$ cat config.mk
export PLATFORM = sky130hd
export DESIGN_NAME = key_digit_editor
export DESIGN_NICKNAME = d
export VERILOG_FILES = /design/src/rtl/key_digit_editor.sv
export SDC_FILE = /design/constraint.sdc
export NUM_CORES = 1
export LEC_CHECK = 0
export BUFFER_PORTS_ARGS = -buffer_cell sky130_fd_sc_hd__buf_2
export CAP_MARGIN = 40
export CORE_MARGIN = 8
export CORE_UTILIZATION = 35
export DETAILED_ROUTE_END_ITERATION = 16
export GPL_TIMING_DRIVEN = 0
export PLACE_DENSITY_LB_ADDON = 0.2
export SYNTH_ARGS = -nofsm -noshare
export SYNTH_HDL_FRONTEND = slang
export SYNTH_SLANG_ARGS = --single-unit
export TNS_END_PERCENT = 100
$ cat constraint.sdc
create_clock -name sclk -period 3.4 [get_ports sclk]
set_clock_uncertainty 0.05 [all_clocks]
set_input_delay 0.17 -clock sclk [delete_from_list [all_inputs] [get_ports sclk]]
set_output_delay 0.17 -clock sclk [all_outputs]
set_load 0.005 [all_outputs]
$ cat src/rtl/key_digit_editor.sv
// Purpose: edit a DIGITS-digit BCD value with select/up/down key pulses, with blink and idle-timeout abort.
// Latency: every output responds on the clock edge after the key/load pulse is sampled (1 cycle).
// Backpressure: none; key pulses are single-cycle events that are consumed unconditionally.
module key_digit_editor #(
    parameter int sclk_freq       = 50_000_000,
    parameter int DIGITS          = 4,
    parameter int BLINK_MS        = 250,
    parameter int IDLE_TIMEOUT_MS = 5000,
    localparam int DW             = $clog2(DIGITS)
) (
    input  logic                sclk,
    input  logic                rst,
    input  logic                key_sel,
    input  logic                key_up,
    input  logic                key_down,
    input  logic                load,
    input  logic [4*DIGITS-1:0] load_value,
    output logic [4*DIGITS-1:0] value_bcd,
    output logic                edit_active,
    output logic [DW-1:0]       edit_digit,
    output logic                digit_on,
    output logic                commit,
    output logic                abort
);

    localparam int MS_DIV = sclk_freq / 1000;
    localparam int MSW    = (MS_DIV > 1) ? $clog2(MS_DIV) : 1;
    localparam int BW     = (BLINK_MS > 1) ? $clog2(BLINK_MS) : 1;
    localparam int TW     = (IDLE_TIMEOUT_MS > 1) ? $clog2(IDLE_TIMEOUT_MS) : 1;

    typedef enum logic {IDLE, EDIT} state_t;

    state_t                state_q, state_d;
    logic [4*DIGITS-1:0]   value_q, value_d;
    logic [4*DIGITS-1:0]   shadow_q, shadow_d;
    logic [DW-1:0]         digit_q, digit_d;
    logic                  digit_on_q, digit_on_d;
    logic                  commit_q, commit_d;
    logic                  abort_q, abort_d;
    logic [BW-1:0]         blink_q, blink_d;
    logic [TW-1:0]         idle_q, idle_d;
    logic [MSW-1:0]        ms_q;
    logic                  tick;
    logic                  key_any;
    logic [3:0]            nib;

    // Out-of-range nibbles are loaded as 0 so the working value is always valid BCD.
    function automatic logic [4*DIGITS-1:0] sanitize(input logic [4*DIGITS-1:0] v);
        logic [4*DIGITS-1:0] r;
        r = v;
        for (int i = 0; i < DIGITS; i++) begin
            if (v[4*i +: 4] > 4'd9) r[4*i +: 4] = 4'd0;
        end
        return r;
    endfunction

    assign tick    = (ms_q == MSW'(MS_DIV - 1));
    assign key_any = key_sel | key_up | key_down;
    assign nib     = value_q[{digit_q, 2'b00} +: 4];

    // Free-running 1 ms timebase; never restarted by key activity.
    always_ff @(posedge sclk) begin
        if (rst)       ms_q <= '0;
        else if (tick) ms_q <= '0;
        else           ms_q <= ms_q + 1'b1;
    end

    // State register for the FSM, value, shadow, blink and timeout counters.
    always_ff @(posedge sclk) begin
        if (rst) begin
            state_q    <= IDLE;
            value_q    <= '0;
            shadow_q   <= '0;
            digit_q    <= '0;
            digit_on_q <= 1'b1;
            commit_q   <= 1'b0;
            abort_q    <= 1'b0;
            blink_q    <= '0;
            idle_q     <= '0;
        end else begin
            state_q    <= state_d;
            value_q    <= value_d;
            shadow_q   <= shadow_d;
            digit_q    <= digit_d;
            digit_on_q <= digit_on_d;
            commit_q   <= commit_d;
            abort_q    <= abort_d;
            blink_q    <= blink_d;
            idle_q     <= idle_d;
        end
    end

    // Next-state: key handling has priority over the ms tick so a key on the timeout tick cancels the abort.
    always_comb begin
        state_d    = state_q;
        value_d    = value_q;
        shadow_d   = shadow_q;
        digit_d    = digit_q;
        digit_on_d = digit_on_q;
        commit_d   = 1'b0;
        abort_d    = 1'b0;
        blink_d    = blink_q;
        idle_d     = idle_q;
        case (state_q)
            IDLE: begin
                digit_on_d = 1'b1;
                blink_d    = '0;
                idle_d     = '0;
                digit_d    = '0;
                if (load) value_d = sanitize(load_value);
                if (key_sel) begin
                    // Shadow sees the freshly loaded value when load and select coincide.
                    shadow_d = value_d;
                    digit_d  = DW'(DIGITS - 1);
                    state_d  = EDIT;
                end
            end
            EDIT: begin
                if (key_any) begin
                    digit_on_d = 1'b1;
                    blink_d    = '0;
                    idle_d     = '0;
                    if (key_sel) begin
                        if (digit_q == '0) begin
                            commit_d = 1'b1;
                            state_d  = IDLE;
                        end else begin
                            digit_d = digit_q - DW'(1);
                        end
                    end else if (key_up && !key_down) begin
                        value_d[{digit_q, 2'b00} +: 4] = (nib == 4'd9) ? 4'd0 : nib + 4'd1;
                    end else if (key_down && !key_up) begin
                        value_d[{digit_q, 2'b00} +: 4] = (nib == 4'd0) ? 4'd9 : nib - 4'd1;
                    end
                end else if (tick) begin
                    if (idle_q == TW'(IDLE_TIMEOUT_MS - 1)) begin
                        value_d    = shadow_q;
                        abort_d    = 1'b1;
                        digit_d    = '0;
                        digit_on_d = 1'b1;
                        blink_d    = '0;
                        idle_d     = '0;
                        state_d    = IDLE;
                    end else begin
                        idle_d = idle_q + 1'b1;
                        if (blink_q == BW'(BLINK_MS - 1)) begin
                            blink_d    = '0;
                            digit_on_d = ~digit_on_q;
                        end else begin
                            blink_d = blink_q + 1'b1;
                        end
                    end
                end
            end
            default: state_d = IDLE;
        endcase
    end

    assign value_bcd   = value_q;
    assign edit_active = (state_q == EDIT);
    assign edit_digit  = digit_q;
    assign digit_on    = digit_on_q;
    assign commit      = commit_q;
    assign abort       = abort_q;

endmodule

==> results.cfg, run 1 <==
[clock_tree]
postCtsHoldBufs = 0
cts_buffer_depth = 2
cts_tree = built
cts.sinks = 75
post_cts_buffers = 0
clk_latency_ps = 340
cts_root_buffer = clkbuf_16
htree_levels = 3
numCtsBuffers = 9
cts_resized = 0
path_clk_slew_ps = 60

[global_route]
gr-total-overflow = 0
gr-usage-all-layers_pct = 15.54
antenna_found_initial = 0
grt_max_degree = 13
grt_pass1_vias = 3720
grt_pass1_wl_um = 18680

[synthesis]
synth.distinct_cells = 50
synth_most_common_cell = nor2_1
synth_seq_cells = 75
synth_area_sq_um = 4061
synth_xor_area_share_pct = 6.038
ys_top_cells_by_count = nor2_1, dfxtp_1, nand2_1
ys.flop_type = dfxtp_1
synth_top_area_cell = dfxtp_1
synth_fa_ha_area_share_pct = 3.697
synth_compound_area_share_pct = 16.76
ys_seq_area_share_pct = 36.97
yosysTopAreaCellShare_pct = 36.97
synthMuxAreaShare_pct = 4.806
synth-simple-area-share_pct = 27.48
synth-async-reset-ratio_pct = 0
yosys_warnings = 0
ys_top_cells_by_area = dfxtp_1, nor2_1, ha_1
avgSynthCellArea_sq_um = 8.188
synth_edf_count = 0
synth_cells = 496
synth_fp_nets = 530
synth_top_family_by_area = simple AND/OR/NAND/NOR gates

[floorplanning]
coreArea_sq_um = 11370
core.rowCount = 39
die_x_um = 123.7
dieArea_sq_um = 15310
die-height_um = 123.7
start_util_pct = 35.72
io_pins = 44

[layout]
seq_area_sq_um = 1501
diodes = 0
fin_nets = 583
stdcell_area_sq_um = 4746
area_growth_syn_to_layout_pct = 16.85
drive_above_1_share_pct = 14.44
fillers = 1188
multiInputGateArea_sq_um = 2387

[sta]
fin_crit_sh_pct = 88.54
grt_setup_unrepaired = false
hold_violations = 0
period_needed_ps = 3010
slew_violations = 0
fmax_mhz = 332.2
relSlewSlack_pct = 54.88
finalSetupViolCount = 0
worst_slew_pin_slew_ps = 673.6
fin_tns_setup_ps = 0

[min_path]
hold_class = in2reg
hold_start = key_sel
holdPathStages = 3
min_delay_worst_endpoint = commit$_SDFF_PP0_

[critical_path]
r2r_slack_ps = 390
crit_required_ps = 3550
arrival_ps = 3160
ff2ff_path_depth = 10
path_common_cell = inv_1
r2r-end = value_bcd[9]$_SDFFE_PP0P_
critical_path.max_stage_delay_ps = 600
worstPathMaxFanout = 7
crit_path_cell_trace = buf_6, mux4_2, inv_1, ha_1, inv_1, o31a_1, a31oi_1, o221ai_1, nor2_1, nor3_1
critPathCaptureType = flop
startpoint_type = flop
path_class = reg2reg
crit_slowest_cell = mux4_2
timing.rr.start = edit_digit[1]$_SDFFE_PP0P_

[place]
dpl-instance-area_sq_um = 4451
dpl.hpwl_um = 8623
portBuffers = 42
place.gp.congestion = 0.8274

[drt]
wl_met3_um = 549
route.detailed.drc = 0
drt_wl_total_um = 11380
wl_met1_um = 5183
routed.top_layer = met4
drtAntennaViolNets = 0
met2_length_um = 5392
wl_per_cell_um = 16.33
firstDrtPassIters = 4
drt_iter0_markers = 149
viasPerCell = 5.336
vias = 3719

[status]
status = finished, final reports clean

[power_and_ir_drop]
irDropWorstVdd_mv = 0.1994
p_leak_nw = 1.822
p_per_area_nw_per_um2 = 479.3

[job]
maxCapViolCount = 0
-- routing by layer --
layer,GRT usage (%),up-vias
met5,0,-
met4,6.095,0
met3,3.309,20
met2,26.25,80
met1,18.93,1765
li1,-,1854
-- area by class of cell --
class	count	area share (%)
multi-input cells	382	50.30
flip-flops and latches	75	31.64
clock buffers	11	5.115
repair buffers	42	4.429
well taps	143	3.770
plain buffers	24	2.452
inverters	15	1.186
clock inverters	5	1.107
-- cells by family (layout without fill, tap and decap cells) --
kind of cell,Yosys count,count (layout)
and+or+nand+nor,231,231
AOI/OAI and AO/OA,98,98
DFF,75,75
buffers and inverters,39,97
xor gates and xnor gates,28,28
muxes,13,13
adders and majority gates,12,12
-- registers in the layout, summed over array words and instances (netlist names) --
register and cells:
blink_q 8, digit_on 1, shadow_q 16, abort 1
ms_q 16, value_bcd 16, edit_active 1, idle_q 13
commit 1, edit_digit 2
-- power by group --
part | switching [mW] | internal, mW | leakage (nW)
clock network | 0.371 | 0.585 | 0.145
registers | 0.0378 | 0.919 | 0.611
logic | 0.217 | 0.146 | 1.07
total | 0.626 | 1.65 | 1.82
-- placed cells by master, fill, tap and decap left out, types with 8 or more instances in the layout --
cell	Yosys	final
nor2_1	96	96
dfxtp_1	75	75
buf_2	3	45
nand2_1	40	40
a21oi_1	25	25
nor2b_1	20	20
o21ai_0	19	19
clkbuf_1	17	18
a211oi_1	18	18
inv_1	15	15
xnor2_1	15	15
nor3_1	13	13
nand3_1	13	13
xor2_1	13	13
ha_1	12	12
nand4_1	11	11
a31oi_1	10	10
clkbuf_16	0	9
and3_1	8	8
-- through the flow --
stage / std cells / power, mW / util (%) / setup slack, ps / hold WS, ps
finish: 697 / 2.275 / 41.74 / 389.6 / 100.2
global route: 697 / 2.380 / 41.74 / 212.7 / 117.4
CTS: 697 / 2.298 / 41.74 / 377.6 / 92.28
detailed placement: 681 / 1.338 / 39.14 / 392.0 / 381.7
global placement: 681 / 1.331 / 39.14 / 441.3 / 376.4
floorplan: 496 / 1.213 / - / 961.6 / 263.3
-- worst max-delay path: cells and delay by family (launching register included) --
kind | cells | cell delay [ps]
AO/OA/AOI/OAI | 3 | 1060
multiplexers | 1 | 600
flip-flops | 1 | 410
buffers and inverters | 3 | 370
adder cells (fa/ha/maj) | 1 | 220
AND/OR/NAND/NOR | 2 | 170
-- how the worst max path moves through the flow --
stage | from | endpoint | slack, ps | depth (start not counted)
6_report | edit_digit[1]$_SDFFE_PP0P_ | value_bcd[9]$_SDFFE_PP0P_ | 390 | 10
5_1_grt | edit_digit[1]$_SDFFE_PP0P_ | value_bcd[9]$_SDFFE_PP0P_ | 210 | 10
4_1_cts | edit_digit[1]$_SDFFE_PP0P_ | value_bcd[9]$_SDFFE_PP0P_ | 380 | 10
3_5_place_dp | edit_digit[1]$_SDFFE_PP0P_ | value_bcd[9]$_SDFFE_PP0P_ | 390 | 10
3_3_place_gp | edit_digit[1]$_SDFFE_PP0P_ | value_bcd[9]$_SDFFE_PP0P_ | 440 | 10
2_1_floorplan | edit_digit[1]$_SDFFE_PP0P_ | value_bcd[13]$_SDFFE_PP0P_ | 960 | 10
(Power assumes the default switching activity.)
==> run 2: changes to the inputs <==
Settings changed: ABC_AREA set to 1.
==> run 2 against run 1 <==
Effect of this change:
- final area rose by 7.0%
- synthesized area rose by 7.9%
- clock-buffer cell count fell by 2
- sequential share of layout area fell by 2.1 points
- highest routed layer unchanged
- critical endpoint is now value_bcd[6]$_SDFFE_PP0P_
- largest power group unchanged
- sequential power rose by 1%
==> results.cfg, run 2 <==
[power_and_ir_drop]
p_per_area_nw_per_um2 = 455.2
seq_power_share_pct = 41.8
pwr-share-comb_pct = 20.7
irDropWorstVdd_mv = 0.2324
p_leak_nw = 2.165
p_int_mw = 1.576
netSwitchingFraction_pct = 31.84
power.switching_mw = 0.7363
clkPwrFrac_pct = 37.5

[clock_tree]
cts_tree = built
cts_resized = 0
clk_latency_ps = 340
post_cts_buffers = 0
htree_levels = 3
path_clk_slew_ps = 60
postCtsHoldBufs = 0
cts_root_buffer = clkbuf_16
numCtsBuffers = 9
cts.sinks = 75
cts_buffer_depth = 2

[drt]
viasPerCell = 4.961
firstDrtPassIters = 5
drtAntennaViolNets = 0
wl_per_cell_um = 13.58
route.detailed.drc = 0
drt_wl_total_um = 12400
vias = 4529
drt_iter0_markers = 356

[sta]
finalSetupViolCount = 0
relSlewSlack_pct = 59.48
hold_violations = 0
grt_setup_unrepaired = false
slew_violations = 0
fmax_mhz = 432.0
layout_setup_ws_ps = 1085
fin_crit_sh_pct = 68.08
worst_slew_pin_slew_ps = 603.8
period_needed_ps = 2315
fin_tns_setup_ps = 0

[min_path]
hold_class = in2reg
hold_start = key_sel

[critical_path]
path_class = reg2reg
timing.rr.start = edit_digit[0]$_SDFFE_PP0P_
startpoint_type = flop
startpoint = edit_digit[0]$_SDFFE_PP0P_
crit_path_cell_trace = buf_2, nand2_1, nand3_1, nand2_1, ha_1, or2_1, a31oi_1, nand4_1, a21oi_1
worstPathMaxFanout = 10
crit_required_ps = 3620
arrival_ps = 2530
crit_slowest_cell = dfxtp_1
critPathCaptureType = flop
critical_path.max_stage_delay_ps = 470
path_common_cell = nand2_1

[floorplanning]
core.rowCount = 41
coreArea_sq_um = 12410
io_pins = 44
dieArea_sq_um = 16360
die_x_um = 127.9
start_util_pct = 35.32
die-height_um = 127.9

[synthesis]
synth_edf_count = 0
ys_top_cells_by_area = dfxtp_1, nand2_1, inv_1
ys_seq_area_share_pct = 34.25
ys.flop_type = dfxtp_1
synth.distinct_cells = 39
synth_fp_nets = 717
yosysTopAreaCellShare_pct = 34.25
synth_seq_cells = 75
avgSynthCellArea_sq_um = 6.419
ys_top_cells_by_count = nand2_1, inv_1, dfxtp_1
synth-async-reset-ratio_pct = 0
synth_cells = 683
yosys_warnings = 0
synth_top_area_cell = dfxtp_1
synth_most_common_cell = nand2_1
synth_area_sq_um = 4384

[layout]
area_growth_syn_to_layout_pct = 15.87
fin_nets = 770
seq_area_sq_um = 1501
fillers = 1363
drive_above_1_share_pct = 10.80
layout_common_cells = nand2_1, inv_1, dfxtp_1, nor2_1
diodes = 0
multiInputGateArea_sq_um = 2396
final_common_cell = nand2_1

[place]
portBuffers = 42
place.gp.congestion = 0.9347
dpl.hpwl_um = 9743
dpl_worst_slack_ps = 1135

[global_route]
gr-usage-all-layers_pct = 15.46
grt_pass1_wl_um = 20200
grt_max_degree = 14
gr-total-overflow = 0
antenna_found_initial = 0
grt_pass1_vias = 4060

[job]
maxCapViolCount = 0

[status]
status = finished, final reports clean
==> run 2: cell types whose count changed in the layout (fill, tap and decap cells not counted), sizes merged, moves of 9 or more <==
cell    delta
xnor2     -13
nor3       +9
nor2b     -20
a211oi    -12
nand4     +10
nor2      -26
a21oi     +29
o21ai     +33
nand3     +45
nand2    +118
inv       +92
==> run 2: critical path: cells and delay by family, from the launching register on <==
kind,cells,cell delay (ps)
buffers and inverters,1,290
and+or+nand+nor,5,730
DFF,1,470
AOI/OAI and AO/OA,2,430
adders and majority gates,1,270
==> run 2: logic make-up (layout without fill, tap and decap cells) <==
logic type | after synthesis | in the layout | share of synthesized area, %
DFF | 75 | 75 | 34.25
xor gates and xnor gates | 7 | 7 | 1.398
and+or+nand+nor | 341 | 341 | 34.70
AOI/OAI and AO/OA | 123 | 123 | 15.13
adders and majority gates | 12 | 12 | 3.425
buffers and inverters | 125 | 183 | 11.10
==> run 2: power groups by stage <==
stage	clock, mW	combinational, mW	sequential (mW)
after global placement	0	0.466	0.985
after global routing	0.927	0.548	0.973
after CTS	0.890	0.475	0.967
final	0.867	0.478	0.967
after floorplan	0	0.326	0.977
after detailed placement	0	0.472	0.986
==> run 2: worst paths after layout <==
path                            cells after the start  slack [ps]                   endpoint
worst max-delay path                                9        1090  value_bcd[6]$_SDFFE_PP0P_
worst min register to register                      1         400         ms_q[0]$_SDFF_PP0_
worst max register to register                      9        1090  value_bcd[6]$_SDFFE_PP0P_
worst min-delay path                                3         160          commit$_SDFF_PP0_
==> run 2: through the flow <==
| step | std cells | cell area (sq um) | hold WS (ps) | utilization (%) | total power [mW] |
|---|---|---|---|---|---|
| 6_report | 913 | 5080 | 156.6 | 40.92 | 2.312 |
| 5_1_grt | 913 | 5080 | 179.6 | 40.92 | 2.449 |
| 2_1_floorplan | 683 | 4384 | 262.5 | - | 1.303 |
| 3_3_place_gp | 897 | 4810 | 378.4 | 38.74 | 1.452 |
| 3_5_place_dp | 897 | 4810 | 396.6 | 38.74 | 1.458 |
| 4_1_cts | 913 | 5080 | 149.7 | 40.92 | 2.332 |
==> run 2: layout make-up <==
class	instances	area share, %
multi-input cells	483	47.17
flip-flops and latches	75	29.56
inverters	107	7.906
clock buffers	9	4.433
well taps	172	4.236
repair buffers	42	4.138
plain buffers	18	1.675
clock inverters	7	0.8867
==> run 2: routing by layer <==
metal / part of all wire [%] / GRT usage (%) / vias to the layer above / wire length (um)
li1: - / - / 2335 / -
met1: 46 / 19.80 / 2066 / 5707
met2: 47 / 25.08 / 112 / 5770
met3: 5.6 / 2.995 / 16 / 698
met4: 1.8 / 5.874 / 0 / 220
met5: 0 / 0 / - / 0
==> run 3: changes to the inputs <==
Settings changed: ABC_AREA 1 to 0.
Clock period 3.4 ns to 2.2 ns, I/O delays scaled along.
==> run 3 against run 2 <==
Effect of this change:
- the flow now finishes with violations (negative setup slack)
- final cell count is 22% lower
- final area increased by 1.1%
- hold slack worse by 120 ps
- largest power group is now the clock network
==> results.cfg, run 3 (synthesis gave the netlist of run 1 again) <==
[layout]
diodes = 0
layout_common_cells = nor2_1, dfxtp_1, buf_2, nand2_1, a21oi_1
final_common_cell = nor2_1
area_growth_syn_to_layout_pct = 26.43
fin_nets = 599
fillers = 1130
drive_above_1_share_pct = 22.32

[place]
dpl.hpwl_um = 8569
place.gp.congestion = 0.8759
portBuffers = 42
dpl_worst_slack_ps = -400.8

[power_and_ir_drop]
power.switching_mw = 1.045
p_int_mw = 2.988
netSwitchingFraction_pct = 25.91
pwr-share-comb_pct = 17.9
clkPwrFrac_pct = 45.4
p_per_area_nw_per_um2 = 785.5
seq_power_share_pct = 36.7
irDropWorstVdd_mv = 0.7492
p_leak_nw = 1.978

[sta]
fin_crit_sh_pct = 107.6
worst_slew_pin_slew_ps = 719.8
layout_setup_ws_ps = -166.7
relSlewSlack_pct = 52.01
grt_setup_unrepaired = true
hold_violations = 0
period_needed_ps = 2367
fin_tns_setup_ps = -2023
slew_violations = 0
finalSetupViolCount = 16
fmax_mhz = 422.5

[floorplanning]
die_x_um = 123.7
dieArea_sq_um = 15310
die-height_um = 123.7
io_pins = 44
start_util_pct = 35.72
core.rowCount = 39
coreArea_sq_um = 11370

[global_route]
gr-usage-all-layers_pct = 16.10
grt_pass1_wl_um = 19180
antenna_found_initial = 0
gr-total-overflow = 0
grt_max_degree = 13
grt_pass1_vias = 3789

[critical_path]
crit_required_ps = 2350
startpoint_type = flop
critPathCaptureType = flop
arrival_ps = 2520
worstPathMaxFanout = 4
path_class = reg2reg

[clock_tree]
cts.sinks = 75
cts_root_buffer = clkbuf_16
htree_levels = 3
cts_tree = built
clk_latency_ps = 340
postCtsHoldBufs = 0
path_clk_slew_ps = 60
cts_buffer_depth = 2
numCtsBuffers = 9

[drt]
drtAntennaViolNets = 0
drt_wl_total_um = 12050
route.detailed.drc = 0
viasPerCell = 5.392
wl_per_cell_um = 16.92
drt_iter0_markers = 227
vias = 3839
firstDrtPassIters = 5

[status]
status = complete, but fails checks
violations = negative setup slack

[min_path]
hold_class = in2reg

[job]
maxCapViolCount = 0
-- run 3: final timing paths --
| path | start | cells after the start | slack [ps] | end |
|---|---|---|---|---|
| worst min-delay path | key_sel | 3 | 40 | commit$_SDFF_PP0_ |
| worst max register to register | edit_digit[1]$_SDFFE_PP0P_ | 8 | -170 | value_bcd[6]$_SDFFE_PP0P_ |
| worst min register to register | ms_q[0]$_SDFF_PP0_ | 1 | 400 | ms_q[0]$_SDFF_PP0_ |
| worst max-delay path | edit_digit[1]$_SDFFE_PP0P_ | 8 | -170 | value_bcd[6]$_SDFFE_PP0P_ |
-- run 3: cell type report --
| class | count | area [sq um] | share of cell area, % |
|---|---|---|---|
| clock inverter | 5 | 125.1 | 2.437 |
| sequential | 75 | 1509 | 29.39 |
| tap | 143 | 178.9 | 3.484 |
| inverter | 15 | 58.81 | 1.145 |
| timing repair buffer | 61 | 372.9 | 7.261 |
| clock buffer | 10 | 239.0 | 4.654 |
| multi-input combinational | 382 | 2550 | 49.66 |
| buffer | 21 | 101.3 | 1.974 |
-- run 3: metal layers --
| metal | part of all wire (%) | wire [um] | track usage (%) |
|---|---|---|---|
| met3 | 5.9 | 706 | 3.853 |
| met2 | 49 | 5944 | 27.53 |
| met4 | 2.1 | 255 | 6.697 |
| met5 | 0 | 0 | 0 |
| met1 | 43 | 5140 | 18.94 |
-- run 3: through the flow --
| stage | hold WS, ps | total power, mW | cell area, sq um | instances | utilization, % |
|---|---|---|---|---|---|
| global route | 73.65 | 4.183 | 5135 | 712 | 45.16 |
| floorplan | 203.3 | 1.899 | 4098 | 496 | - |
| finish | 40.94 | 4.034 | 5135 | 712 | 45.16 |
| global placement | 376.3 | 2.083 | 4487 | 681 | 39.46 |
| detailed placement | 395.1 | 2.092 | 4487 | 681 | 39.46 |
| CTS | 42.01 | 4.033 | 5065 | 709 | 44.55 |
-- run 3: power by group through the flow --
stage / combinational, mW / clock, mW / sequential, mW
detailed placement: 0.587 / 0 / 1.51
floorplan: 0.410 / 0 / 1.49
global placement: 0.579 / 0 / 1.50
finish: 0.723 / 1.83 / 1.48
global route: 0.780 / 1.92 / 1.49
CTS: 0.691 / 1.86 / 1.48
-- run 3: what timing repair did --
item,CTS,global route
pin swaps,21,13
setup buffers,15,3
cloned,1,0
endpoints found under the setup margin,20,41
resized for setup,26,12
-- run 3: worst max-delay path: stages, from the launching register on --
cell	delay, ps
dfxtp_4	380
mux4_2	580
buf_4	170
buf_6	120
ha_4	150
mux2_4	310
a21oi_4	200
o221a_1	220
a211oi_2	60
